### config.mk
export PLATFORM = sky130hd
export DESIGN_NAME = spi_slave
export DESIGN_NICKNAME = d
export VERILOG_FILES = /design/src/rtl/spi_pkg.sv /design/src/rtl/spi_sclk_gen.sv /design/src/rtl/spi_slave.sv
export SDC_FILE = /design/constraint.sdc
export NUM_CORES = 1
export LEC_CHECK = 0
export CAP_MARGIN = 10
export CORE_MARGIN = 2
export CORE_UTILIZATION = 35
export CTS_CLUSTER_DIAMETER = 50
export DETAILED_ROUTE_END_ITERATION = 6
export SYNTH_ARGS = -nofsm -noshare
export SYNTH_HDL_FRONTEND = slang
export SYNTH_HIERARCHICAL = 1
export SYNTH_SLANG_ARGS = --single-unit
### constraint.sdc
create_clock -name clk -period 1.65 [get_ports clk]
set_input_delay 0.4125 -clock clk [delete_from_list [all_inputs] [get_ports clk]]
set_output_delay 0.4125 -clock clk [all_outputs]
set_load 0.1 [all_outputs]
### src/rtl/spi_pkg.sv
// Shared types and defaults for the byte-wide SPI shift engine.
`timescale 1ns/1ps
package spi_pkg;

  typedef enum logic [1:0] {
    IDLE  = 2'd0,
    SHIFT = 2'd1,
    DONE  = 2'd2
  } state_t;

  localparam int DATA_W_DEF = 8;

endpackage

### src/rtl/spi_sclk_gen.sv
// Half-period divider: toggles sclk every SCLK_DIV clk cycles while enabled, idle low.
`timescale 1ns/1ps
module spi_sclk_gen #(
  parameter int SCLK_DIV = 1
) (
  input  logic clk,
  input  logic rst_n,
  input  logic en,
  output logic sclk,
  output logic rise_tick,
  output logic fall_tick
);

  localparam int DIV_W = (SCLK_DIV > 1) ? $clog2(SCLK_DIV) : 1;

  logic [DIV_W-1:0] div_cnt;
  logic             tick;

  assign tick      = en && (div_cnt == '0);
  assign rise_tick = tick && !sclk;
  assign fall_tick = tick && sclk;

  // Reloaded while disabled so the first half-period is full length.
  always_ff @(posedge clk or negedge rst_n) begin
    if (!rst_n) begin
      div_cnt <= '0;
      sclk    <= 1'b0;
    end else if (!en) begin
      div_cnt <= DIV_W'(SCLK_DIV - 1);
      sclk    <= 1'b0;
    end else if (tick) begin
      div_cnt <= DIV_W'(SCLK_DIV - 1);
      sclk    <= ~sclk;
    end else begin
      div_cnt <= div_cnt - 1'b1;
    end
  end

endmodule

### src/rtl/spi_slave.sv
// Byte-wide full-duplex shift engine: host strobe loads a byte, shifts it MSB-first on miso
// while sampling mosi, then presents the received byte on out_data.
//   state | meaning
//   IDLE  | sclk low, waiting for cs=0 with wr or rd
//   SHIFT | sclk running, rx on rising sclk, tx on falling sclk
//   DONE  | one cycle, out_data takes rx_reg
`timescale 1ns/1ps
module spi_slave
  import spi_pkg::*;
#(
  parameter int DATA_W   = DATA_W_DEF,
  parameter int SCLK_DIV = 1
) (
  input  logic              clk,
  input  logic              rst_n,
  input  logic [DATA_W-1:0] in_data,
  input  logic              wr,
  input  logic              rd,
  input  logic              cs,
  output logic [DATA_W-1:0] out_data,
  input  logic              mosi,
  output logic              miso,
  output logic              sclk
);

  localparam int CNT_W = $clog2(DATA_W) + 1;

  state_t            state, state_nxt;
  logic [DATA_W-1:0] tx_reg, rx_reg;
  logic [CNT_W-1:0]  bit_cnt;
  logic              start, rise_tick, fall_tick, last_fall;

  assign start     = !cs && (wr || rd);
  assign last_fall = fall_tick && (bit_cnt == CNT_W'(DATA_W - 1));
  // tx_reg is zero outside SHIFT, so miso idles low without extra gating.
  assign miso      = tx_reg[DATA_W-1];

  spi_sclk_gen #(.SCLK_DIV(SCLK_DIV)) u_sclk_gen (
    .clk       (clk),
    .rst_n     (rst_n),
    .en        (state == SHIFT),
    .sclk      (sclk),
    .rise_tick (rise_tick),
    .fall_tick (fall_tick)
  );

  always_ff @(posedge clk or negedge rst_n) begin
    if (!rst_n) state <= IDLE;
    else        state <= state_nxt;
  end

  always_comb begin
    state_nxt = state;
    case (state)
      IDLE:    if (start) state_nxt = SHIFT;
      SHIFT:   if (last_fall) state_nxt = DONE;
      DONE:    state_nxt = IDLE;
      default: state_nxt = IDLE;
    endcase
  end

  always_ff @(posedge clk or negedge rst_n) begin
    if (!rst_n) begin
      tx_reg   <= '0;
      rx_reg   <= '0;
      bit_cnt  <= '0;
      out_data <= '0;
    end else begin
      case (state)
        IDLE: begin
          if (start) begin
            tx_reg  <= wr ? in_data : '0;
            rx_reg  <= '0;
            bit_cnt <= '0;
          end
        end
        SHIFT: begin
          if (rise_tick) rx_reg <= {rx_reg[DATA_W-2:0], mosi};
          if (fall_tick) begin
            tx_reg  <= {tx_reg[DATA_W-2:0], 1'b0};
            bit_cnt <= bit_cnt + CNT_W'(1);
          end
        end
        DONE: begin
          out_data <= rx_reg;
          tx_reg   <= '0;
        end
        default: ;
      endcase
    end
  end

endmodule

==> impl_metrics.env, run 1 <==
export IMPL_slowest_stage="dfrtp_2"
export IMPL_die_w_um=71.4
export IMPL_syn_area_um2=1590
export IMPL_post_dp_hpwl_um=2330
export IMPL_fin_skew_ns=0.00946
export IMPL_syn_mean_instance_area_um2=12.3
export IMPL_use_met1=0.186
export IMPL_grt_max_degree=33
export IMPL_grt_overflow=0
export IMPL_area_growth_pct=50.6
export IMPL_grt_pass1_wl_um=5930
export IMPL_critPathLaunchType="register"
export IMPL_cts_buffer_depth=2
export IMPL_io_pins=24
export IMPL_cp_max_fo=6
export IMPL_worstSetupPathType="reg2reg"
export IMPL_cp_top_family="flip-flops"
export IMPL_synth_seq_cells=32
export IMPL_ant_nets=0
export IMPL_clock_insertion_delay_worst_skew_ns=0.29
export IMPL_cts_num_sinks=32
export IMPL_dp_slack_ns=-0.303
export IMPL_synthCells=129
export IMPL_place_congestion=0.788
export IMPL_syn_nets=150
export IMPL_finalSetupViolCount=11
export IMPL_rows=24
export IMPL_cp_buffers_inverters=1
export IMPL_start_util=0.366
export IMPL_gr_usage_met3=0.0549
export IMPL_hold_buffers=0
export IMPL_timing_final_max_slew_violations=0
export IMPL_final_setup_worst_slack_ns=-0.0235
export IMPL_fin_nets=200
export IMPL_dieArea_um2=5100
export IMPL_vias=1150
export IMPL_utilization=0.550
export IMPL_violations="setup timing"
export IMPL_drc=0
export IMPL_layout_commonest_cell="dfrtp_1"
export IMPL_p_total_mw=4.54
export IMPL_layout_drive_gt1_share=0.433
export IMPL_htree_levels=2
export IMPL_drtIter0Drc=53
export IMPL_gr_usage_met2=0.244
export IMPL_leakage_nw=1.10
export IMPL_required_ns=1.82
export IMPL_setup_tns_ns=-0.167
export IMPL_final_cell_mix="30 x dfrtp_1, 20 x buf_4, 12 x clkdlybuf4s50_1"
export IMPL_cellPowerDensity_nw_per_um2=1890
export IMPL_grt_usage=0.154
export IMPL_cp_data_arrival_time_ns=1.84
export IMPL_clock_fmax_mhz=598
export IMPL_ys_warn_count=6
export IMPL_dr_pass1_iters=4
export IMPL_n_antenna_cell=0
export IMPL_cts_made_buffers=5
export IMPL_critPathCaptureType="register"
export IMPL_io_buffers=23
export IMPL_fin_crit_sh=1.01
export IMPL_run_status="finished, violations left"
export IMPL_antenna_found_initial=0
export IMPL_ys_seq_area_frac=0.503
export IMPL_rsz0062_at_grt="yes"
export IMPL_min_period_ns=1.67
export IMPL_grt_pass1_vias=1256
export IMPL_cts_reportedPaths_clkPinSlew_ns=0.07
export IMPL_cap_violations=0
export IMPL_ir_drop_mv=1.07
export IMPL_worstHoldPathType="in2async"
export IMPL_avgRoutedWirePerCell_um=14.9
export IMPL_cts_tree="done"
export IMPL_finalHoldViolCount=0
export IMPL_cts_root_buf="clkbuf_8"
export IMPL_via_per_inst=4.96
export IMPL_slowest_delay_ns=0.44
export IMPL_top_usage_layer="met2"
export IMPL_postRouteWirelength_um=3450
export IMPL_die_h_um=71.4
export IMPL_cp_cell_sequence="inv_2 > ha_2 > and2_2 > a22o_1 > mux2_4"
export IMPL_core_area_um2=4350
export IMPL_ys_types=33
cell type report:
cell class	count	area, µm²
Inverter	12	45.0
Multi-Input combinational cell	79	817
Clock inverter	2	35.0
Tap cell	52	65.1
Fill cell	358	1960
Clock buffer	6	72.6
Sequential cell	32	806
Timing Repair Buffer	49	556
stage by stage:
step                      hold slack [ns]  cell area (µm²)  instances
after detailed placement            0.512             2140        220
after global placement              0.490             2140        220
final                               0.520             2400        232
after floorplan                     0.117             1600        129
after global routing                0.546             2400        232
after CTS                           0.526             2310        229
kinds of logic (layout without fill, tap and decap cells):
kind of cell	Yosys count	in the layout	synth area share
compound gates	19	19	0.121
xor+xnor	1	1	0.00550
fa+ha+maj	7	7	0.0550
buf+inv	18	69	0.0495
flops	32	32	0.503
mux	26	26	0.177
other cells	1	1	0.00236
simple gates	25	25	0.0865
power by group:
group	leakage [nW]	internal, mW	switching, mW
Clock	0.0552	0.448	0.303
Sequential	0.429	0.979	0.178
Combinational	0.620	1.39	1.24
Total	1.10	2.82	1.72
routing by layer:
metal	wire length, µm	part of all wire
met5	0	0
met1	1500	0.43
met4	75	0.022
met3	159	0.046
met2	1710	0.50
synth_stat cells (all sizes together):
cell type,count,area (µm²)
nor3,1,5.00
a211oi,2,40.0
ha,7,87.6
a2111oi,2,17.5
mux2,17,191
a211o,1,8.76
o21bai,1,18.8
a22o,6,52.6
clkbuf,4,15.0
o21ai,1,5.00
a21o,1,7.51
mux2i,9,90.1
a22oi,1,7.51
nor2b,4,32.5
inv,12,45.0
nand3,2,10.0
conb,1,3.75
nand2,11,41.3
xnor2,1,8.76
a21oi,1,5.00
nand4b,1,8.76
and3,1,6.26
and2,2,12.5
dfrtp,32,801
nor3b,1,7.51
nor2,1,3.75
a32o,1,10.0
a221o,2,20.0
and3b,1,10.0
buf,2,18.8
worst paths after layout:
check | from | end | slack (ns) | cells past startpoint
max | state[0] | tx_reg[4] | -0.02 | 5
min | rst_n | bit_cnt[1] | 0.52 | 2
max reg2reg | state[0] | tx_reg[4] | -0.02 | 5
min reg2reg | tx_reg[3] | tx_reg[3] | 0.53 | 1
max in group asynchronous | rst_n | u_sclk_gen/sclk | 0.80 | 2
min in group clk | tx_reg[3] | tx_reg[3] | 0.53 | 1
repair_timing:
action,CTS,global route
gates resized for setup,17,15
setup buffers,1,3
pin swaps,2,2
setup endpoints to repair,20,22
gates cloned,0,0
Note: power is estimated with default switching activity, not from simulation.
==> inputs of run 2 (changes only) <==
--- a/config.mk
+++ b/config.mk
@@ -6,5 +6,5 @@
 export NUM_CORES = 1
 export LEC_CHECK = 0
-export CAP_MARGIN = 10
+export CAP_MARGIN = 20
 export CORE_MARGIN = 2
 export CORE_UTILIZATION = 35
==> constraint.sdc (replaced) <==
create_clock -name clk -period 1.65 [get_ports clk]
set_input_delay 0.33 -clock clk [delete_from_list [all_inputs] [get_ports clk]]
set_output_delay 0.33 -clock clk [all_outputs]
set_load 0.1 [all_outputs]
==> run 2 against run 1 <==
Compared with the run above: the run still ends with setup timing left; combinational power is essentially flat; cell count did not move; clock-buffer cell count did not move; die area stayed put; clock power about the same; global-route usage is the same; maximum frequency about the same; sequential share of layout area about the same; first-iteration DRC count stayed put.
==> impl_metrics.env, run 2 (synthesis gave the netlist of run 1 again) <==
export IMPL_run_status="finished, violations left"
export IMPL_violations="setup timing"
export IMPL_io_pins=24
export IMPL_cp_max_fo=6
export IMPL_timing_final_max_slew_violations=0
export IMPL_vias=1151
export IMPL_fin_skew_ns=0.00946
export IMPL_leakage_nw=1.10
export IMPL_critPathCaptureType="register"
export IMPL_cp_top_family="flip-flops"
export IMPL_cts_made_buffers=5
export IMPL_hold_ws_ns=0.438
export IMPL_dpl_cell_area_um2=2140
export IMPL_fin_crit_sh=1.01
export IMPL_clkPwrFrac=0.165
export IMPL_grt_max_degree=33
export IMPL_finalSetupViolCount=11
export IMPL_min_period_ns=1.67
export IMPL_r2r_start="state[0]"
export IMPL_p_int_mw=2.82
export IMPL_io_buffers=23
export IMPL_grt_overflow=0
export IMPL_avgRoutedWirePerCell_um=14.9
export IMPL_setup_tns_ns=-0.165
export IMPL_cp_cell_sequence="inv_2 > ha_2 > and2_2 > a22o_1 > mux2_4"
export IMPL_cts_tree="done"
export IMPL_use_met1=0.186
export IMPL_ant_nets=0
export IMPL_critPathLaunch="state[0]"
export IMPL_slowest_delay_ns=0.44
export IMPL_power_switching_mw=1.72
export IMPL_dr_pass1_iters=4
export IMPL_critPathLaunchType="register"
export IMPL_layout_commonest_cell="dfrtp_1"
export IMPL_cts_buffer_depth=2
export IMPL_worstSetupPathType="reg2reg"
export IMPL_final_setup_worst_slack_ns=-0.0236
export IMPL_cap_violations=0
export IMPL_final_cell_mix="30 x dfrtp_1, 20 x buf_4, 13 x clkdlybuf4s50_1"
export IMPL_layout_drive_gt1_share=0.433
export IMPL_slowest_stage="dfrtp_2"
export IMPL_die_w_um=71.4
export IMPL_required_ns=1.82
export IMPL_hold_buffers=0
export IMPL_n_antenna_cell=0
export IMPL_die_h_um=71.4
export IMPL_area_growth_pct=50.6
export IMPL_drtIter0Drc=53
export IMPL_clock_insertion_delay_worst_skew_ns=0.29
export IMPL_rsz0062_at_grt="yes"
export IMPL_antenna_found_initial=0
export IMPL_cp_data_arrival_time_ns=1.84
export IMPL_worstHoldPathType="in2async"
export IMPL_cp_buffers_inverters=1
export IMPL_dp_cells=220
export IMPL_dieArea_um2=5100
export IMPL_grt_pass1_vias=1256
export IMPL_finalHoldViolCount=0
export IMPL_gr_usage_met2=0.244
export IMPL_cts_root_buf="clkbuf_8"
export IMPL_cts_num_sinks=32
export IMPL_ir_drop_mv=1.07
export IMPL_via_per_inst=4.96
export IMPL_cts_reportedPaths_clkPinSlew_ns=0.07
export IMPL_p_seq_frac=0.255
export IMPL_gr_usage_met3=0.0549
export IMPL_core_area_um2=4350
export IMPL_htree_levels=2
export IMPL_grt_pass1_wl_um=5930
export IMPL_r2r_cells=5
export IMPL_postRouteWirelength_um=3450
export IMPL_cellPowerDensity_nw_per_um2=1890
export IMPL_start_util=0.366
export IMPL_clock_fmax_mhz=598
export IMPL_final_cells=232
export IMPL_cp_depth=5
export IMPL_p_comb_frac=0.580
export IMPL_place_congestion=0.788
export IMPL_utilization=0.551
export IMPL_post_dp_hpwl_um=2330
export IMPL_finish_instance_area_um2=2400
export IMPL_rows=24
export IMPL_top_usage_layer="met2"
export IMPL_switching_share=0.379
export IMPL_drc=0
export IMPL_fin_nets=200
export IMPL_grt_usage=0.154
[run 2: changes by cell type in the layout (fill, tap and decap cells not counted), sizes merged]
| cell | previous run | this run |
|---|---|---|
| clkdlybuf4s50 | 12 | 13 |
| dlygate4sd2 | 1 | 0 |
[run 2: worst paths after layout]
kind	endpoint	slack, ns
max	tx_reg[4]	-0.02
max in group asynchronous	u_sclk_gen/sclk	0.88
min	bit_cnt[1]	0.44
min reg2reg	tx_reg[3]	0.53
min in group clk	tx_reg[3]	0.53
max reg2reg	tx_reg[4]	-0.02
[run 2: final cells by class]
class | count | area, µm²
fillers | 357 | 1960
multi-input cells | 79 | 817
flip-flops and latches | 32 | 806
repair buffers | 49 | 557
clock buffers | 6 | 72.6
well taps | 52 | 65.1
inverters | 12 | 45.0
clock inverters | 2 | 35.0
[run 2: power by group through the flow]
stage / Clock (mW) / Sequential (mW) / Combinational, mW
after global placement: 0 / 1.14 / 2.20
after global routing: 0.803 / 1.18 / 2.81
final: 0.751 / 1.16 / 2.63
after detailed placement: 0 / 1.14 / 2.27
after CTS: 0.773 / 1.14 / 2.44
after floorplan: 0 / 1.44 / 1.06
[run 2: through the flow]
stage	total power, mW	worst slack, ns
finish	4.54	-0.0236
global route	4.79	-0.123
CTS	4.35	-0.0318
detailed placement	3.41	-0.221
global placement	3.34	-0.196
floorplan	2.50	-0.0927
[run 2: layer usage]
layer  wire, µm  vias up
met1       1490      577
met5          0        -
li1           -      540
met2       1720       25
met4         75        0
met3        164        9
[run 2: repair_timing]
action,CTS,global route
endpoints found under the setup margin,20,22
buffers inserted,1,3
pin swaps,2,2
resized for setup,16,15
[run 2: worst register-to-register path, cell delays in order, from the launching register on]
cell and delay, ns:
dfrtp_2 0.44, inv_2 0.07, ha_2 0.28, and2_2 0.25, a22o_1 0.25, mux2_4 0.26
